$ cat config.mk
export PLATFORM = sky130hd
export DESIGN_NAME = lcd_spi_deserializer
export DESIGN_NICKNAME = d
export VERILOG_FILES = /design/src/rtl/lcd_spi_deserializer.sv
export SDC_FILE = /design/constraint.sdc
export NUM_CORES = 1
export LEC_CHECK = 0
export ABC_AREA = 1
export CORE_MARGIN = 2
export CORE_UTILIZATION = 44
export CTS_CLUSTER_SIZE = 24
export DETAILED_ROUTE_END_ITERATION = 7
export DONT_BUFFER_PORTS = 1
export HOLD_SLACK_MARGIN = 0.1
export PLACE_DENSITY_LB_ADDON = 0.05
export SLEW_MARGIN = 25
export SYNTH_ARGS = -nofsm -noshare
export SYNTH_HDL_FRONTEND = slang
export SYNTH_SLANG_ARGS = --single-unit
$ cat constraint.sdc
create_clock -name clk -period 5.5 [get_ports clk]
set_clock_uncertainty 0.2 [all_clocks]
set_input_delay 0.55 -clock clk [delete_from_list [all_inputs] [get_ports clk]]
set_output_delay 0.55 -clock clk [all_outputs]
set_load 0.1 [all_outputs]
$ cat src/rtl/lcd_spi_deserializer.sv
// lcd_spi_deserializer: SPI link receiver rebuilding MSB-first 8/16-bit words into a write-only FIFO; LCD_RX_TIMEOUT_EN adds a stalled-word abort
module lcd_spi_deserializer #(
   parameter int SYNC_STAGES    = 2,
   parameter int TIMEOUT_CYCLES = 1024
) (
   input  logic        clk,
   input  logic        rst,
   input  logic        spi_csn,
   input  logic        spi_sclk,
   input  logic        spi_data,
   input  logic        word16,
   input  logic        q_full,
   output logic        q_write,
   output logic [15:0] q_data,
   output logic        q_is16,
   output logic        rx_busy,
   input  logic        clr_err,
   output logic        err_overflow,
   output logic        err_partial
);
   typedef enum logic {IDLE, SHIFT} state_t;
   state_t state;
   logic [SYNC_STAGES-1:0] csn_ff, sclk_ff, data_ff;
   logic sclk_hist, len16;
   logic [4:0] bitcnt, nb;
   logic [15:0] sr, word;
   logic csn_s, sclk_s, data_s, rise, done, tmo;
   assign csn_s = csn_ff[SYNC_STAGES-1];
   assign sclk_s = sclk_ff[SYNC_STAGES-1];
   assign data_s = data_ff[SYNC_STAGES-1];
   assign rise = sclk_s & ~sclk_hist;
   assign nb = rise ? bitcnt + 5'd1 : bitcnt;
   assign done = rise && nb == (len16 ? 5'd16 : 5'd8);
   assign word = {sr[14:0], data_s};
   assign rx_busy = state == SHIFT;
   // equal-depth pin synchronizers keep data aligned with the detected SCLK rise
   always_ff @(posedge clk or posedge rst)
      if (rst) begin
         csn_ff <= '1;
         sclk_ff <= '0;
         data_ff <= '0;
         sclk_hist <= 1'b0;
      end else begin
         csn_ff <= {csn_ff[SYNC_STAGES-2:0], spi_csn};
         sclk_ff <= {sclk_ff[SYNC_STAGES-2:0], spi_sclk};
         data_ff <= {data_ff[SYNC_STAGES-2:0], spi_data};
         sclk_hist <= sclk_s;
      end
`ifdef LCD_RX_TIMEOUT_EN
   localparam int TW = $clog2(TIMEOUT_CYCLES) + 1 < 10 ? 10 : $clog2(TIMEOUT_CYCLES) + 1;
   logic [TW-1:0] idle_cnt;
   assign tmo = state == SHIFT && bitcnt != 0 && !rise && idle_cnt == TW'(TIMEOUT_CYCLES - 1);
   // counts clk cycles a partial word has waited for its next SCLK rise
   always_ff @(posedge clk or posedge rst)
      if (rst)
         idle_cnt <= '0;
      else
         idle_cnt <= (state == SHIFT && bitcnt != 0 && !rise && !tmo) ? idle_cnt + 1'b1 : '0;
`else
   assign tmo = 1'b0;
`endif
   // frame FSM: word assembly, FIFO push and sticky error flags (new errors beat clr_err)
   always_ff @(posedge clk or posedge rst)
      if (rst) begin
         state <= IDLE;
         bitcnt <= '0;
         sr <= '0;
         len16 <= 1'b0;
         q_write <= 1'b0;
         q_data <= '0;
         q_is16 <= 1'b0;
         err_overflow <= 1'b0;
         err_partial <= 1'b0;
      end else begin
         q_write <= 1'b0;
         if (clr_err) begin
            err_overflow <= 1'b0;
            err_partial <= 1'b0;
         end
         if (state == IDLE) begin
            if (!csn_s) begin
               state <= SHIFT;
               bitcnt <= '0;
               len16 <= word16;
            end
         end else begin
            if (rise) sr <= word;
            bitcnt <= (done || tmo) ? 5'd0 : nb;
            if (done && q_full) err_overflow <= 1'b1;
            if (done && !q_full) begin
               q_write <= 1'b1;
               q_data <= len16 ? word : {8'h00, word[7:0]};
               q_is16 <= len16;
            end
            if (tmo || (csn_s && !done && nb != 0)) err_partial <= 1'b1;
            if (csn_s) begin
               state <= IDLE;
               bitcnt <= '0;
            end
         end
      end
endmodule

* Word-level counts from Yosys, hierarchy flattened
Index checks and enable logic that the tools add are counted.
** Operators by class
- Bitwise operators :: 4
- Equality and inequality tests :: 2
- $add $sub $neg :: 1
- Mux-type cells :: 16
- Reductions and logical operators :: 11
** Operators by type and width (number)
- 5-bit 2-to-1 mux :: 6
- 16-bit 2-to-1 mux :: 1
- 1-bit 2-to-1 mux :: 9
- 2-bit AND reduction :: 3
- 5-bit by 1-bit adder with 5-bit output (second input constant) :: 1
- 5-bit == test :: 1
- 1-bit logical AND :: 5
- 5-bit nonzero test :: 1
- 1-bit inverter :: 3
- 1-bit zero test :: 2
- 2-bit inequality test (second input constant) :: 1
- 1-bit AND :: 1
** Storage, ports and cells
- Bits of input ports :: 8
- Register bits :: 49

* Depth between registers and ports, before layout
- Depth in word-level cells :: 10
- Gate-level depth with buffers :: 12
- Gate-level depth less buffers :: 11

* Least setup slack after synthesis
Ideal clock, no wire load.
- Path kind :: reg2reg
- Start :: register state (netlist: rx_busy)
- End :: register q_data[15]
- Data arrival time :: 1923 ps
- Setup slack :: 3310 ps
- Buffers on the path :: 1
- Cell stages (with the launch flop) :: 6
- Library setup time :: 68 ps
- Cell sequence :: dfrtp_1 -> inv_1 -> nor2_2 -> clkbuf_1 -> nand4_1 -> nand2_1
** Between the ends
- Word-level cells in the longest chain between the ends :: 1
** Ends and longest elaborated chain
- from (decl) :: line 22 : state_t state;
- from (signal assigned) :: line 65 : state <= IDLE;
- from (signal assigned) :: line 82 : state <= SHIFT;
- from (signal assigned) :: line 97 : state <= IDLE;
- 2-bit AND reduction (no line)
- to (signal assigned) :: line 92 : q_data <= len16 ? word : {8'h00, word[7:0]};
- to (decl) :: line 14 : output logic [15:0] q_data,
Every way passes these cells.
A chain may end at the register's enable or synchronous reset.

* Worst setup path after layout
- Start :: register state (netlist: rx_busy)
- End :: register q_data[14]
The elaborated chain is that of the path after synthesis.

==> qor.csv <==
metric,value,unit
run_status,"finished, final reports clean",
wl_per_cell,14.0,um
multi_input_gate_area_in_the_final_layout,689,sq um
synth.lib_cells_used.distinct,24,
route.detailed.vias_per_inst,5.14,
post-route-drc-count,0,
route.antenna.remaining_nets,0,
drt_pre_antenna_iters,4,
startpoint_type,register,
global_route_wire_length_before_repair,6470,um
final_min_period_over_clock_period,48.7,%
nNetsFinal,229,
postSynthNetCount,226,
drv_slew,0,
clk_pin_slew_worst_paths,0.09,ns
worstSetupPathType,register to register,
worstPathArrival,2.67,ns
largest_net_degree_at_the_start_of_global_routing,50,
report.final.setup_viol,0,
vdd.ir_drop.worst,146,uV
placedCellCount,262,
max_buffers_root_to_sink,2,
ys_ff_latch,49,
crit-reg2reg-capture,q_data[14],
worst_pin_slew,1.05,ns
rows,24,
max_cap_violations,0,
worst-r2r-cell-count,5,
regArea,0.00123,sq mm
seq_area_frac_synth,60.2,%
syn_to_final_growth,6.99,%
root_buffer,sky130_fd_sc_hd__clkbuf_8,
routed_wirelength,3840,um
cts_buffers,5,
layoutNonFillerInstCount,273,
layout_cells_sized_above_1,13.6,%
static-leakage-power,1.13,nW
worst_setup_path_end_kind,register,
count_of_clock_tree_sinks,49,
timing.hold.worst.class,input pin to asynchronous set/reset pin,
post-cts-setup-buffer-count,0,
dieHeight,72.1,um
numPortBuffers,0,
layout_common_cells,"sky130_fd_sc_hd__nand2_1, sky130_fd_sc_hd__dfrtp_1, sky130_fd_sc_hd__inv_1, sky130_fd_sc_hd__nand3_1, sky130_fd_sc_hd__nor2_1",
report.power.total,686,uW
cts_tree,built,
grt_util_all_layers,16.3,%
leading_cell_type_in_the_layout_fill_and_taps_excluded,sky130_fd_sc_hd__nand2_1,
diodes,0,
grt_overflow,0,
place_congestion,0.746,
die_w,72.1,um
rsz0062_at_grt,no,
maxSlewHeadroom,30.3,%
timing.final.crit_period,2.68,ns
r2r_start,rx_busy,
floorplan.initialDensity,46.3,%
first_iter_violations,120,
power.density_cell_area,314,mW/mm^2
fmaxAchievable,0.373,GHz
post_synth.cell_area_avg,9.41,sq um
worstPathMaxFanout,18,
post-dp-hpwl,2610,um
insertion_delay_of_the_later_clocked_pin_in_the_worst_skew_pair,0.29,ns
yosys_warnings,0,
grt_antenna_before_repair,0,
postSynthCellCount,217,
detailroute.via_count,1404,
final_number_of_hold_violating_endpoints,0,
ios,29,
floorplan.core_area,0.00441,sq mm
via_count_of_the_first_global_routing_pass,1258,
layout.filler_cells,434,
synthesis.area,0.00204,sq mm
ctsHtreeMaxLevel,2,
tns,0,ns
critPathRequiredTime,5.49,ns
setup.reg_to_reg.worst_slack,2.82,ns
dieArea,0.00520,sq mm
==> stage by stage <==
stage	cell area, sq um	hold slack, ns	setup slack, ns	util [%]
after floorplan	2040	0.131	3.31	-
after global placement	2070	0.132	2.89	46.9
after detailed placement	2070	0.135	2.83	46.9
after CTS	2180	0.136	2.83	49.5
after global routing	2180	0.124	2.65	49.5
final	2180	0.0625	2.82	49.5
==> state kept, by name, indices dropped and copies added (netlist names) <==
register / flops
data_ff: 2
err_overflow: 1
err_partial: 1
sclk_hist: 1
len16: 1
rx_busy: 1
q_data: 16
sclk_ff: 2
q_write: 1
csn_ff: 2
bitcnt: 5
sr: 15
q_is16: 1
==> cell families (layout without fill, tap and decap cells) <==
group	Yosys count	in the layout	synth area share (%)
AND/OR/NAND/NOR	111	111	26.0
flip-flops	49	49	60.2
buffers and inverters	30	34	6.07
AO/OA/AOI/OAI	25	25	6.56
adder cells (fa/ha/maj)	1	1	0.613
multiplexers	1	1	0.551
==> cells in the mapped netlist, drive strengths merged <==
library cell,instances,area [sq um]
nand2,68,290
dfrtp,47,1180
inv,23,86.3
nor2,18,101
nand3,17,90.1
o21ai,13,65.1
nand4,8,50.1
a21oi,7,35.0
clkbuf,5,18.8
buf,2,18.8
dfstp,2,52.6
o21bai,2,15.0
o22ai,2,12.5
a31oi,1,6.26
ha,1,12.5
mux2,1,11.3
==> how the worst max path moves through the flow <==
stage | startpoint | end | slack (ns) | cells after the start
5_1_grt | rx_busy | q_data[8] | 2.65 | 5
2_1_floorplan | rx_busy | q_data[15] | 3.31 | 5
6_report | rx_busy | q_data[14] | 2.82 | 5
4_1_cts | rx_busy | q_data[2] | 2.83 | 5
3_5_place_dp | rx_busy | q_data[2] | 2.83 | 5
3_3_place_gp | rx_busy | q_data[15] | 2.89 | 5
==> layout make-up <==
class                   instances  area share, %
clock buffers                   7           3.49
clock inverters                 1          0.344
inverters                      23           4.01
multi-input cells             138           31.6
flip-flops and latches         49           56.2
well taps                      52           2.98
repair buffers                  3           1.37
==> worst max-delay path: stages, from the launching register on <==
cell and delay [ns]:
sky130_fd_sc_hd__dfrtp_1 1.04, sky130_fd_sc_hd__inv_1 0.16, sky130_fd_sc_hd__nor2_2 0.64, sky130_fd_sc_hd__nand2_4 0.32, sky130_fd_sc_hd__nand2_1 0.14, sky130_fd_sc_hd__nand2_1 0.07
==> where the power goes <==
part / internal [mW] / total [mW] / switching (mW) / leakage [nW]
Sequential: 0.392 / 0.426 / 0.0340 / 0.628
Combinational: 0.0192 / 0.0541 / 0.0348 / 0.465
Clock: 0.0902 / 0.206 / 0.116 / 0.0385
==> repair_timing <==
item | 4_1_cts | 5_1_grt
endpoints found under the hold margin | 3 | 0
resized for setup | 0 | 0
hold buffers | 3 | 0
==> metal layers <==
layer	part of all wire, %	GRT usage (%)	vias to the layer above
met5	0	0	-
met4	1.1	4.40	0
met3	7.6	5.56	6
met2	45	23.3	41
met1	46	23.8	662
li1	-	-	695
No activity file was read; power rests on OpenSTA's default activity.
